<file path="config.mk">
export PLATFORM = sky130hd
export DESIGN_NAME = dmem_arbiter
export DESIGN_NICKNAME = d
export VERILOG_FILES = /design/src/rtl/dmem_arbiter.sv
export SDC_FILE = /design/constraint.sdc
export NUM_CORES = 1
export LEC_CHECK = 0
export CAP_MARGIN = 20
export CORE_UTILIZATION = 41
export DETAILED_ROUTE_END_ITERATION = 6
export PLACE_DENSITY = 0.81
export SETUP_SLACK_MARGIN = 0.02
export SLEW_MARGIN = 15
export SYNTH_ARGS = -nofsm -noshare
export SYNTH_HDL_FRONTEND = slang
export SYNTH_SLANG_ARGS = --single-unit
</file>
<file path="constraint.sdc">
create_clock -name clk -period 2.5 [get_ports clk]
set_input_delay 0.25 -clock clk [delete_from_list [all_inputs] [get_ports clk]]
set_output_delay 0.25 -clock clk [all_outputs]
set_load 0.005 [all_outputs]
</file>
<file path="src/rtl/dmem_arbiter.sv">
// dmem_arbiter: round-robin arbiter for two requesters in front of a word-only data memory.
// Sub-word stores become a read-modify-write pair. Each response is a one-cycle registered pulse.
// Ports: clk, rst_n (async, active-low);
//   reqN_valid/ready/we/size/addr/wdata carry requests from requester N (N = 0, 1);
//   reqN_rvalid/rdata/err return the response to requester N;
//   mem_we/mem_a/mem_wd drive the memory, and mem_rd is its combinational read data.
// ready and mem_* are combinational because the memory read and the accept share one cycle.
module dmem_arbiter #(
  parameter int unsigned ADDR_WIDTH = 32
) (
  input  logic                  clk,
  input  logic                  rst_n,
  input  logic                  req0_valid,
  output logic                  req0_ready,
  input  logic                  req0_we,
  input  logic [1:0]            req0_size,
  input  logic [ADDR_WIDTH-1:0] req0_addr,
  input  logic [31:0]           req0_wdata,
  output logic                  req0_rvalid,
  output logic [31:0]           req0_rdata,
  output logic                  req0_err,
  input  logic                  req1_valid,
  output logic                  req1_ready,
  input  logic                  req1_we,
  input  logic [1:0]            req1_size,
  input  logic [ADDR_WIDTH-1:0] req1_addr,
  input  logic [31:0]           req1_wdata,
  output logic                  req1_rvalid,
  output logic [31:0]           req1_rdata,
  output logic                  req1_err,
  output logic                  mem_we,
  output logic [ADDR_WIDTH-1:0] mem_a,
  output logic [31:0]           mem_wd,
  input  logic [31:0]           mem_rd
);

  typedef enum logic {IDLE, RMW_WR} state_t;

  state_t                state_q, state_d;
  logic                  last_q, owner_q, sel, any_v;
  logic [31:0]           merge_q;
  logic                  accept, latch;
  logic                  s_we, mis;
  logic [1:0]            s_size;
  logic [ADDR_WIDTH-1:0] s_addr;
  logic [31:0]           s_wdata;
  logic [4:0]            sh;
  logic [31:0]           load_data, lane_mask, merged, rsp_data_c;

  // Grant selection: in RMW_WR the owner keeps the grant, otherwise round-robin on contention.
  always_comb begin
    sel   = owner_q;
    any_v = 1'b0;
    if (state_q == IDLE) begin
      any_v = req0_valid | req1_valid;
      if (req0_valid && req1_valid) sel = ~last_q;
      else                          sel = req1_valid;
    end
    s_we    = sel ? req1_we    : req0_we;
    s_size  = sel ? req1_size  : req0_size;
    s_addr  = sel ? req1_addr  : req0_addr;
    s_wdata = sel ? req1_wdata : req0_wdata;
  end

  // Alignment check, load lane extraction and store lane merge.
  always_comb begin
    mis = ((s_size == 2'b01) && s_addr[0]) || (s_size[1] && (s_addr[1:0] != 2'b00));
    sh  = {s_addr[1:0], 3'b000};
    case (s_size)
      2'b00:   load_data = (mem_rd >> sh) & 32'h0000_00FF;
      2'b01:   load_data = (mem_rd >> sh) & 32'h0000_FFFF;
      default: load_data = mem_rd;
    endcase
    lane_mask  = ((s_size == 2'b00) ? 32'h0000_00FF : 32'h0000_FFFF) << sh;
    merged     = (merge_q & ~lane_mask) | ((s_wdata << sh) & lane_mask);
    rsp_data_c = (!mis && !s_we) ? load_data : 32'h0;
  end

  // Next state and memory/ready controls; everything is held at zero while reset is asserted.
  always_comb begin
    state_d = state_q;
    accept  = 1'b0;
    latch   = 1'b0;
    mem_we  = 1'b0;
    mem_a   = '0;
    mem_wd  = 32'h0;
    if (rst_n) begin
      case (state_q)
        IDLE: begin
          if (any_v) begin
            mem_a = {s_addr[ADDR_WIDTH-1:2], 2'b00};
            if (mis || !s_we) begin
              accept = 1'b1;
            end else if (s_size[1]) begin
              mem_we = 1'b1;
              mem_wd = s_wdata;
              accept = 1'b1;
            end else begin
              latch   = 1'b1;
              state_d = RMW_WR;
            end
          end
        end
        RMW_WR: begin
          mem_a   = {s_addr[ADDR_WIDTH-1:2], 2'b00};
          mem_we  = 1'b1;
          mem_wd  = merged;
          accept  = 1'b1;
          state_d = IDLE;
        end
        default: state_d = IDLE;
      endcase
    end
  end

  assign req0_ready = accept & ~sel;
  assign req1_ready = accept &  sel;

  // State, arbitration history, merge buffer and response registers.
  always_ff @(posedge clk or negedge rst_n) begin
    if (!rst_n) begin
      state_q     <= IDLE;
      last_q      <= 1'b1;
      owner_q     <= 1'b0;
      merge_q     <= 32'h0;
      req0_rvalid <= 1'b0;
      req0_rdata  <= 32'h0;
      req0_err    <= 1'b0;
      req1_rvalid <= 1'b0;
      req1_rdata  <= 32'h0;
      req1_err    <= 1'b0;
    end else begin
      state_q <= state_d;
      if (accept) last_q <= sel;
      if (latch) begin
        merge_q <= mem_rd;
        owner_q <= sel;
      end
      req0_rvalid <= accept & ~sel;
      req0_rdata  <= (accept && !sel) ? rsp_data_c : 32'h0;
      req0_err    <= accept & ~sel & mis;
      req1_rvalid <= accept & sel;
      req1_rdata  <= (accept && sel) ? rsp_data_c : 32'h0;
      req1_err    <= accept & sel & mis;
    end
  end

endmodule

</file>
# Word level (Yosys, flattened, before mapping)
# Cells that the tools add are included.
# totals
wordCells	74
reg_bits	103
# classes
n_reduce_logical	13
muxes	35
shifts	3
eq_ne	1
bitwise	12
# ops
op	count
$mux 32	11
$pmux 32 s2	3
$and 32x32->32	2
$not 32->32	1
$or 32x32->32	1
$shl 16x5->32	1
$shl 32x5->32	1
$shr 32x5->16	1
$mux 1	16
$mux 16	1
$logic_and 1x1->1	6
$pmux 1 s2	3
$and 1x1->1	4
$logic_not 1->1	3
$not 1->1	3
$eq 2x1->1 const B	1
$logic_not 2->1	1
$logic_or 1x1->1	2
$mux 2	1
$reduce_bool 2->1	1
$or 1x1->1	1

# Logic depth before layout (Yosys ltp)
# depth
word_depth	14
depth_mapped	10
depth_no_buf	7

# Worst setup path before layout
# No wires, ideal clock.
# synth_timing
path_kind	register to output
startpoint	register last_q
endpoint	output mem_wd[30]
stages_incl_launch_ff	8
setup_slack_ps	200
arrival_time_ps	2050
path_buffers	1
required_ps	2250
path_cell_list	dfstp_2 > nand2_1 > a22oi_2 > mux2i_1 > buf_2 > mux2_2 > o211a_1 > a311oi_1
# synth_between
elab_chain_cells	12
elab_cells_between_ends	27
classes_between	eq/ne (1); shift (2); mux (12); bitwise (5); reduce/logical (7)
# synth_rtl
element	line_no	source
start: declaration	40	logic last_q, owner_q, sel, any_v;
start signal: assignment	134	if (accept) last_q <= sel;
$not 1->1 (*)	56	if (req0_valid && req1_valid) sel = ~last_q;
$mux 1 (*)	56	
$mux 1 (*)	54	if (state_q == IDLE) begin
$mux 2 / $mux 32 (equally long branches)	60, 61	
$logic_not 2->1, or another cell as far along	74	lane_mask = ((s_size == 2'b00) ? 32'h0000_00FF : 32'h0000_FFFF) << sh;
$mux 16 / $logic_and 1x1->1 (equally long branches)	74, 67	
$shl 16x5->32 / $logic_or 1x1->1 (equally long branches)	74, 67	
$not 32->32 / $logic_or 1x1->1 (equally long branches)	75, 92	
$and 32x32->32 / $mux 32 (equally long branches)	75, 92	
$or 32x32->32 / $mux 32 (equally long branches)	75, 90	
$pmux 32 s2 (*)	88	case (state_q)
$mux 32 (*)	87	if (rst_n) begin
end: declaration	33	output logic [31:0] mem_wd,
# Every way passes the cells marked *; elsewhere a longest branch is shown, timed or not.

# Worst setup path in the final report
# layout_timing
startpoint	register last_q
endpoint	output mem_wd[14]
# The elaborated chain is that of the path after synthesis.

==> flow_summary.yaml <==
grt:
  antenna_found_initial: 1
  grt_usage_pct: 36.5
  grt_pass1_wl_um: 42800
  grt_start_max_net_pins: 75
  grt_pass1_vias: 7539
  grt_overflow: 0
sta:
  fin_crit_sh_pct: 122
  setup_slack_ns: -0.547
  final.setup.tns_ns: -16.75
  rsz0062_at_grt: "true"
  clock_skew_ns: 0.00552
  drv_slew: 0
  setup_viol: 74
  relSlewSlack_pct: 41.0
  finalHoldViolations: 0
  timing.fmax_mhz: 328
  worst_slew_pin_slew_ns: 0.884
  period_minus_slack_ns: 3.05
clocking:
  cts_tree: "built"
  clockBufferDepth: 2
  cts_made_buffers: 9
  cts_root_buf: "clkbuf_16"
  htreeDepth: 3
  clk_latency_ns: 0.36
  clk_pin_slew_worst_paths_ns: 0.07
  cts.sinks: 103
hold_path:
  worst_hold_path_type: "input port to asynchronous set/reset pin"
route:
  drc_errors: 29
  drtIter0Drc: 1163
  vias_per_cell: 6.01
  drtPass1Iterations: 7
  ant_nets: 0
  num_vias: 7956
  wl_um: 31300
  wl_per_cell_um: 23.6
synthesis:
  syn_avg_cell_area_um2: 8.79
  synth.distinct_cells: 45
  yosysWarnings: 0
  synth_cells: 703
  syn_area_um2: 6180
  ys_seq_elements: 103
  synth-seq-area-share_pct: 41.7
critical_path:
  start_kind: "flip-flop"
  worstPathArrival_ns: 2.80
  critPathKind: "flip-flop to output port"
  crit_path_max_fanout: 3
  slowest_delay_ns: 0.55
  end_kind: "output port"
  critPathTopFamily: "compound AO/OA/AOI/OAI gates"
  crit_buf_inv: 4
  crit_path_top_delay_cell: "dfstp_2"
  crit_chain: "nand2_2 > a22oi_2 > mux2i_2 > buf_4 > buf_6 > mux2_4 > o211a_1 > a311oi_2 > buf_4 > buf_6"
  worst_ep_required_time_ns: 2.25
floorplanning:
  ios: 305
  core.rowCount: 44
  die_x_um: 125
  die_h_um: 125
  core_area_um2: 14600
  dieArea_um2: 15600
  start_util_pct: 42.2
pwr:
  leakage_uw: 0.00540
  ir_drop_uv: 529
  fin_total_pwr_uw: 6200
  power_density_nw_per_um2: 531
place:
  place_ws_ns: -0.783
  portBuffers: 302
  placed_area_um2: 10100
  gp_congestion: 1.03
  dp.final_hpwl_um: 20400
cells_and_area:
  multiInputGateArea_um2: 3930
  design_area_um2: 11700
  fill_cells: 868
  fin_nets: 1304
  area_growth_pct: 88.8
  fin_util_pct: 79.7
  seq_area_um2: 2580
  drive_gt1_share_pct: 30.3
outcome:
  status: "finished, violations left"
  violations: "design-rule violations, negative setup slack"
job:
  drv_cap: 0
==> state kept, by name, indices dropped and copies added (netlist names) <==
signal,flops
req0_err,1
owner_q,1
merge_q,32
req0_rdata,32
req0_rvalid,1
req1_rdata,32
state_q,1
req1_err,1
last_q,1
req1_rvalid,1
==> per-stage QoR <==
| step | std cells | hold slack (ns) |
|---|---|---|
| 2_1_floorplan | 704 | -0.0456 |
| 3_3_place_gp | 1251 | 0.0965 |
| 3_5_place_dp | 1251 | 0.0969 |
| 4_1_cts | 1306 | 0.258 |
| 5_1_grt | 1324 | 0.292 |
| 6_report | 1324 | 0.292 |
==> cells in the mapped netlist, drive strengths merged <==
cell type  instances  area share, %
nand2            141            8.6
a21o               3           0.36
mux2i             32            5.2
inv                8           0.49
clkbuf            25            1.5
o21ai             32            2.6
a2111oi            4           0.57
nor3              24            1.9
and3               9           0.91
a22o               1           0.14
mux2              51            9.4
nor2b              9           0.91
a32oi              4           0.57
o31ai              1           0.12
o2111ai            8            1.1
dfrtp            102             41
and2              33            3.3
or3                1           0.10
a311oi             9            1.5
nand2b            20            2.0
o211a              9            1.5
a211oi             1           0.12
a222oi             8            1.3
nand3             13            1.1
nand3b             3           0.36
a21oi             50            4.1
nor4               2           0.20
conb               1          0.061
o21a               2           0.24
nor2              49            3.0
a221oi             2           0.28
or2                4           0.41
a22oi              1           0.20
a31oi              2           0.20
and3b              4           0.57
o211ai             7           0.85
dfstp              1           0.43
buf               27            2.5
==> report_power, final <==
part / switching [uW] / total (uW) / leakage [uW] / internal [uW]
Clock: 710 / 1410 / 0.000142 / 704
Combinational: 1250 / 2680 / 0.00389 / 1440
Sequential: 201 / 2100 / 0.00137 / 1900
Total: 2160 / 6200 / 0.00540 / 4040
==> layout make-up <==
| class | count | share of cell area, % |
|---|---|---|
| Timing Repair Buffer | 471 | 39.4 |
| Inverter | 8 | 0.322 |
| Sequential cell | 103 | 22.1 |
| Clock buffer | 9 | 1.93 |
| Tap cell | 184 | 1.97 |
| Clock inverter | 7 | 0.601 |
| Antenna cell | 1 | 0.0215 |
| Multi-Input combinational cell | 541 | 33.7 |
==> per-layer routing <==
layer  part of all wire (%)  track usage (%)  vias up
met2                     47             60.3      654
met3                     10             9.15      201
met1                     35             42.3     3771
met5                      0                0        -
li1                       -                -     3330
met4                    7.5             23.1        0
==> layout by cell type (no fill, tap or decap), types with 13 or more instances in the layout <==
cell and instances:
nand2_1 140, nand3_1 13, mux2i_1 18, a21oi_1 45, clkdlybuf4s50_1 258, buf_4 114, nand2b_1 20, nor2_1 40
mux2_4 19, nor3_1 18, mux2_2 32, dfrtp_1 102, buf_6 42, and2_1 32, o21ai_0 23, buf_2 29
==> worst reg2reg max path, stage by stage (launching register included) <==
cell and delay (ns):
dfstp_2 0.55, nand2_2 0.07, a22oi_2 0.24, mux2i_2 0.29, buf_4 0.18, buf_8 0.12
buf_12 0.12, buf_6 0.09, mux2_4 0.30, a222oi_1 0.36, buf_4 0.19, nor2_1 0.05
==> what timing repair did <==
item / in CTS / in global routing
hold buffers: 1 / 0
gates cloned: 3 / 3
setup endpoints to repair: 90 / 96
pin swaps: 52 / 44
buffers inserted: 39 / 20
resized for setup: 240 / 98
endpoints found under the hold margin: 7 / 0
==> cells by family after synthesis <==
kind of cell | count (synthesis) | synth area share [%]
buf+inv | 60 | 4.48
flops | 103 | 41.7
compound gates | 144 | 15.7
other cells | 1 | 0.0607
simple gates | 312 | 23.4
mux | 83 | 14.6
==> final timing paths <==
path	cells past startpoint	startpoint	slack [ns]	endpoint
max in group asynchronous	4	rst_n	0.72	req0_rdata[7]$_DFF_PN0_
min in group clk	1	merge_q[0]$_DFFE_PN0P_	0.51	merge_q[0]$_DFFE_PN0P_
worst max register to register	11	last_q$_DFFE_PN1N_	-0.18	req0_rdata[2]$_DFF_PN0_
worst min register to register	1	merge_q[0]$_DFFE_PN0P_	0.51	merge_q[0]$_DFFE_PN0P_
worst max-delay path	10	last_q$_DFFE_PN1N_	-0.55	mem_wd[14]
worst min-delay path	2	rst_n	0.29	merge_q[21]$_DFFE_PN0P_
Power figures use the tool's default switching activity.
